==> src/rtl/riscv_mem_pkg.sv <==
// Shared constants for the unified instruction/data SRAM port:
// response-owner encoding, default widths and SRAM pin polarity.
package riscv_mem_pkg;

  localparam int unsigned DEF_AWIDTH = 12;
  localparam int unsigned DEF_DWIDTH = 32;

  localparam logic [1:0] OWN_NONE = 2'd0;
  localparam logic [1:0] OWN_I    = 2'd1;
  localparam logic [1:0] OWN_D    = 2'd2;

  localparam logic CSN_ACT   = 1'b0;
  localparam logic CSN_IDLE  = 1'b1;
  localparam logic WEN_WRITE = 1'b0;
  localparam logic WEN_READ  = 1'b1;

endpackage : riscv_mem_pkg

==> src/rtl/mem_rsp_hold.sv <==
// Per-port read response: passes SRAM data through in the response cycle
// and keeps the last returned word on the port until the next response.
module mem_rsp_hold
  import riscv_mem_pkg::*;
#(
  parameter int unsigned DWIDTH = DEF_DWIDTH
) (
  input  logic              clk_i,
  input  logic              rst_i,
  input  logic              valid_i,
  input  logic [DWIDTH-1:0] data_i,
  output logic              rvalid_o,
  output logic [DWIDTH-1:0] rdata_o
);

  logic [DWIDTH-1:0] hold_q;
  logic [DWIDTH-1:0] hold_d;

  always_comb begin
    hold_d   = hold_q;
    rvalid_o = 1'b0;
    rdata_o  = hold_q;
    if (valid_i) begin
      hold_d = data_i;
    end
    // Reset wins over an in-flight response, both on the pins and in the hold.
    if (rst_i) begin
      rdata_o = '0;
    end else if (valid_i) begin
      rvalid_o = 1'b1;
      rdata_o  = data_i;
    end
  end

  always_ff @(posedge clk_i) begin
    if (rst_i) begin
      hold_q <= '0;
    end else begin
      hold_q <= hold_d;
    end
  end

endmodule : mem_rsp_hold

==> src/rtl/mem_port_arbiter.sv <==
// Shares one single-port SRAM between the fetch and load/store ports:
// data wins by default, a streak counter forces a fetch grant to avoid starvation.
module mem_port_arbiter
  import riscv_mem_pkg::*;
#(
  parameter int unsigned AWIDTH       = DEF_AWIDTH,
  parameter int unsigned DWIDTH       = DEF_DWIDTH,
  parameter int unsigned MAX_D_STREAK = 4
) (
  input  logic              clk_i,
  input  logic              rst_i,
  input  logic              i_req_i,
  input  logic [31:0]       i_addr_i,
  output logic              i_gnt_o,
  output logic              i_rvalid_o,
  output logic [DWIDTH-1:0] i_rdata_o,
  input  logic              d_req_i,
  input  logic              d_wen_i,
  input  logic [3:0]        d_be_i,
  input  logic [31:0]       d_addr_i,
  input  logic [DWIDTH-1:0] d_wdata_i,
  output logic              d_gnt_o,
  output logic              d_rvalid_o,
  output logic [DWIDTH-1:0] d_rdata_o,
  output logic              m_csn_o,
  output logic              m_wen_o,
  output logic [3:0]        m_be_o,
  output logic [AWIDTH-1:0] m_addr_o,
  output logic [DWIDTH-1:0] m_di_o,
  input  logic [DWIDTH-1:0] m_dout_i
);

  localparam int unsigned SW = 4;
  localparam logic [SW-1:0] STREAK_MAX = SW'(MAX_D_STREAK);

  logic [SW-1:0] streak_q, streak_d;
  logic [1:0]    owner_q, owner_d;
  logic          streak_at_max;

  // Byte-offset and high address bits are don't-care on both ports.
  logic unused_addr_bits;
  assign unused_addr_bits = ^{i_addr_i[31:AWIDTH+2], i_addr_i[1:0],
                              d_addr_i[31:AWIDTH+2], d_addr_i[1:0]};

  assign streak_at_max = (streak_q == STREAK_MAX);

  // Grants are decided in-cycle so the SRAM sees the access at the next edge.
  always_comb begin
    d_gnt_o = 1'b0;
    i_gnt_o = 1'b0;
    if (!rst_i) begin
      d_gnt_o = d_req_i && !(i_req_i && streak_at_max);
      i_gnt_o = i_req_i && !d_gnt_o;
    end
  end

  always_comb begin
    m_csn_o  = CSN_IDLE;
    m_wen_o  = WEN_READ;
    m_be_o   = 4'h0;
    m_addr_o = '0;
    m_di_o   = '0;
    if (d_gnt_o) begin
      m_csn_o  = CSN_ACT;
      m_wen_o  = d_wen_i;
      m_be_o   = d_be_i;
      m_addr_o = d_addr_i[AWIDTH+1:2];
      m_di_o   = d_wdata_i;
    end else if (i_gnt_o) begin
      m_csn_o  = CSN_ACT;
      m_addr_o = i_addr_i[AWIDTH+1:2];
    end
  end

  // Streak counts D wins only while a fetch is actually waiting.
  always_comb begin
    streak_d = streak_q;
    if (!i_req_i || i_gnt_o) begin
      streak_d = '0;
    end else if (d_gnt_o && !streak_at_max) begin
      streak_d = streak_q + SW'(1);
    end
  end

  always_comb begin
    owner_d = OWN_NONE;
    if (i_gnt_o) begin
      owner_d = OWN_I;
    end else if (d_gnt_o && (d_wen_i == WEN_READ)) begin
      owner_d = OWN_D;
    end
  end

  always_ff @(posedge clk_i) begin
    if (rst_i) begin
      streak_q <= '0;
      owner_q  <= OWN_NONE;
    end else begin
      streak_q <= streak_d;
      owner_q  <= owner_d;
    end
  end

  mem_rsp_hold #(.DWIDTH(DWIDTH)) u_i_rsp (
    .clk_i    (clk_i),
    .rst_i    (rst_i),
    .valid_i  (owner_q == OWN_I),
    .data_i   (m_dout_i),
    .rvalid_o (i_rvalid_o),
    .rdata_o  (i_rdata_o)
  );

  mem_rsp_hold #(.DWIDTH(DWIDTH)) u_d_rsp (
    .clk_i    (clk_i),
    .rst_i    (rst_i),
    .valid_i  (owner_q == OWN_D),
    .data_i   (m_dout_i),
    .rvalid_o (d_rvalid_o),
    .rdata_o  (d_rdata_o)
  );

endmodule : mem_port_arbiter

==> config.mk <==
export PLATFORM = sky130hd
export DESIGN_NAME = mem_port_arbiter
export DESIGN_NICKNAME = d
export VERILOG_FILES = /design/src/rtl/riscv_mem_pkg.sv /design/src/rtl/mem_rsp_hold.sv /design/src/rtl/mem_port_arbiter.sv
export SDC_FILE = /design/constraint.sdc
export NUM_CORES = 1
export LEC_CHECK = 0
export CAP_MARGIN = 40
export CORE_MARGIN = 10
export CORE_UTILIZATION = 43
export CTS_CLUSTER_SIZE = 25
export DETAILED_ROUTE_END_ITERATION = 8
export DONT_BUFFER_PORTS = 1
export GPL_ROUTABILITY_DRIVEN = 0
export GPL_TIMING_DRIVEN = 0
export PLACE_DENSITY = 0.55
export SYNTH_ARGS = -nofsm -noshare
export SYNTH_HDL_FRONTEND = slang
export SYNTH_SLANG_ARGS = --single-unit
==> constraint.sdc <==
create_clock -name clk_i -period 1.55 [get_ports clk_i]
set_input_delay 0.155 -clock clk_i [delete_from_list [all_inputs] [get_ports clk_i]]
set_output_delay 0.155 -clock clk_i [all_outputs]
set_load 0.01 [all_outputs]
==> qor.yml <==
floorplanning:
  dieArea_sq_um: 10400
  die_h_um: 102
  pin_count: 255
  core_area_sq_um: 6420
  rows: 29
  die_x_um: 102
  initial_utilization_pct: 44.9
global_route:
  grt_start_max_net_pins: 13
  grt_overflow: 0
  grt_pass1_wl_um: 22400
  track_usage_pct: 28.9
  grt_pass1_vias: 3419
  antenna_found_initial: 0
timing:
  rsz0062_at_grt: "true"
  post-route-period-util_pct: 123
  finalCriticalPeriod_ns: 1.91
  timing.slew.headroom_pct: 54.3
  hold-worst-slack_ns: 0.0667
  hold_viol: 0
  finalMaxSlewViolations: 0
  fin_worst_skew_ns: 0.0108
  timing.fmax_mhz: 525
  tightestPinTransition_ns: 0.685
  finalSetupViolCount: 115
  setup_slack_ns: -0.355
routing:
  dr.pass1.iters: 4
  ant_nets: 0
  viasPerCell: 6.12
  totalWireLength_um: 18200
  vias: 3299
  wl_per_cell_um: 33.8
  drt_iter0_drc: 173
  drc: 0
clock_tree:
  cts_made_buffers: 9
  path_clk_slew_ns: 0.07
  cts.sinks: 70
  cts.path.max_buffers: 2
  cts_root_buf: "clkbuf_8"
  htreeDepth: 3
  clock_latency_ns: 0.36
  cts_tree: "done"
run_status:
  status: "finished, violations left"
  violations: "setup timing"
final_layout:
  design_area_sq_um: 5870
  drive_above_1_share_pct: 62.8
  areaGrowthSynthToFinish_pct: 103
  final_util_pct: 91.4
  layout.nets: 596
  diodes: 0
logic_synthesis:
  avgSynthCellArea_sq_um: 7.84
  ys_types: 23
  synth_top_area_share_pct: 48.5
  ys_top_cells_by_count: "nand2_1, dfxtp_1, a21oi_1"
  async_flop_share_pct: 0
  yosys-top-cells-area: "dfxtp_1, nand2_1, a21oi_1, and2_1, a22o_1"
  syn-num-nets: 507
  syn_inst: 368
  synth_top_area_cell: "dfxtp_1"
  yosysSeqAreaShare_pct: 48.5
  synth-simple-area-share_pct: 27.6
  synth-compound-area-share_pct: 16.5
  synth_adder_area_share_pct: 0.867
  synth_most_common_cell: "nand2_1"
  synth_top_family_by_area: "simple AND/OR/NAND/NOR gates"
  synthFlopType: "dfxtp_1"
  syn-cell-area_sq_um: 2890
  synth_edf_count: 0
  synth_mux_area_share_pct: 0
  synth_xor_area_share_pct: 0.607
  ys_ff_latch: 70
  yosys_warnings: 0
power_and_ir_drop:
  swShare_pct: 29.8
  seq_power_share_pct: 41.0
  comb_power_share_pct: 21.7
  powerDensity_nw_per_um2: 786
  ir_drop_mv: 0.644
  internal_power_mw: 3.24
  power.share.clock_pct: 37.2
  power.leakage_nw: 2.34
  p_switching_mw: 1.37
worst_setup_path:
  cp.arrival_ns: 1.75
  worstReg2RegStart: "streak_q[1]"
  crit_path_start: "streak_q[1]"
  critPathKind: "register to output pin"
  worst-endpoint-required_ns: 1.39
  crit_fanout: 10
  end_kind: "output pin"
  startpoint_type: "register"
min_path:
  min_from: "i_req_i"
  min_path_type: "input port to register"
place:
  io_buffers: 0
  place_area_sq_um: 2980
  place_hpwl_um: 9560
job:
  cap_violations: 0
worst max-delay path: stages, from the launching register on:
cell      delay, ns
dfxtp_2        0.33
inv_2          0.08
ha_4           0.15
nand3b_4       0.10
o211a_4        0.31
buf_6          0.15
a22o_1         0.28
registers in the layout, indices dropped and copies added (netlist names):
signal          cells
u_d_rsp.hold_q     32
u_i_rsp.hold_q     32
streak_q            4
owner_q             2
metrics by stage:
step	setup TNS (ns)	std cells	setup WS, ns	total power, mW
5_1_grt	-26.17	539	-0.387	4.70
2_1_floorplan	0	368	0.0917	2.19
4_1_cts	-18.88	525	-0.335	4.40
3_5_place_dp	-6.33	445	-0.122	2.28
3_3_place_gp	-3.01	445	-0.0880	2.28
6_report	-23.09	539	-0.355	4.61
per-layer routing:
metal	track usage (%)	up-vias	routed length, um
met3	11.6	46	1790
met4	8.13	0	580
met5	0	-	0
met1	26.8	1660	6180
li1	-	1362	-
met2	56.8	231	9690
power by group through the flow:
| stage | Combinational, mW | Clock [mW] | Sequential [mW] |
|---|---|---|---|
| detailed placement | 0.372 | 0 | 1.91 |
| CTS | 0.855 | 1.68 | 1.87 |
| global route | 1.03 | 1.78 | 1.89 |
| finish | 1.00 | 1.72 | 1.89 |
| global placement | 0.367 | 0 | 1.91 |
| floorplan | 0.280 | 0 | 1.91 |
final cells by class:
cell class,instances,area (sq um)
multi-input cells,263,2800
flip-flops and latches,70,1410
repair buffers,81,968
fillers,202,556
plain buffers,27,350
clock buffers,11,141
well taps,77,96.3
clock inverters,5,81.3
inverters,5,18.8
cells in the final DEF, fill, tap and decap left out, types with 5 or more instances in the layout:
cell	instances
buf_6	15
and2_4	34
a22o_1	10
a21oi_4	64
nor2_1	5
clkbuf_8	15
buf_4	11
dlygate4sd3_1	40
buf_12	14
dfxtp_1	66
nand2_1	35
buf_8	8
nand2_2	18
buf_2	6
nand2_4	75
what timing repair did:
action / in CTS / in global routing
endpoints found under the setup margin: 158 / 117
hold buffers: 34 / 6
pin swaps: 107 / 73
resized for setup: 367 / 101
hold endpoints to repair: 60 / 6
buffers inserted: 20 / 12
cloned: 11 / 3
cell families after synthesis:
family / Yosys count
AO/OA/AOI/OAI: 80
XOR/XNOR: 2
buffers and inverters: 35
flip-flops: 70
adder cells (fa/ha/maj): 2
AND/OR/NAND/NOR: 179
path summary, 6_finish.rpt:
check / end / slack [ns] / cells after the start
worst max-delay path: m_addr_o[8] / -0.36 / 6
worst min-delay path: owner_q[0] / 0.07 / 2
worst max register to register: owner_q[1] / 0.17 / 6
worst min register to register: u_d_rsp.hold_q[23] / 0.50 / 2
Note: power is estimated with default switching activity, not from simulation.
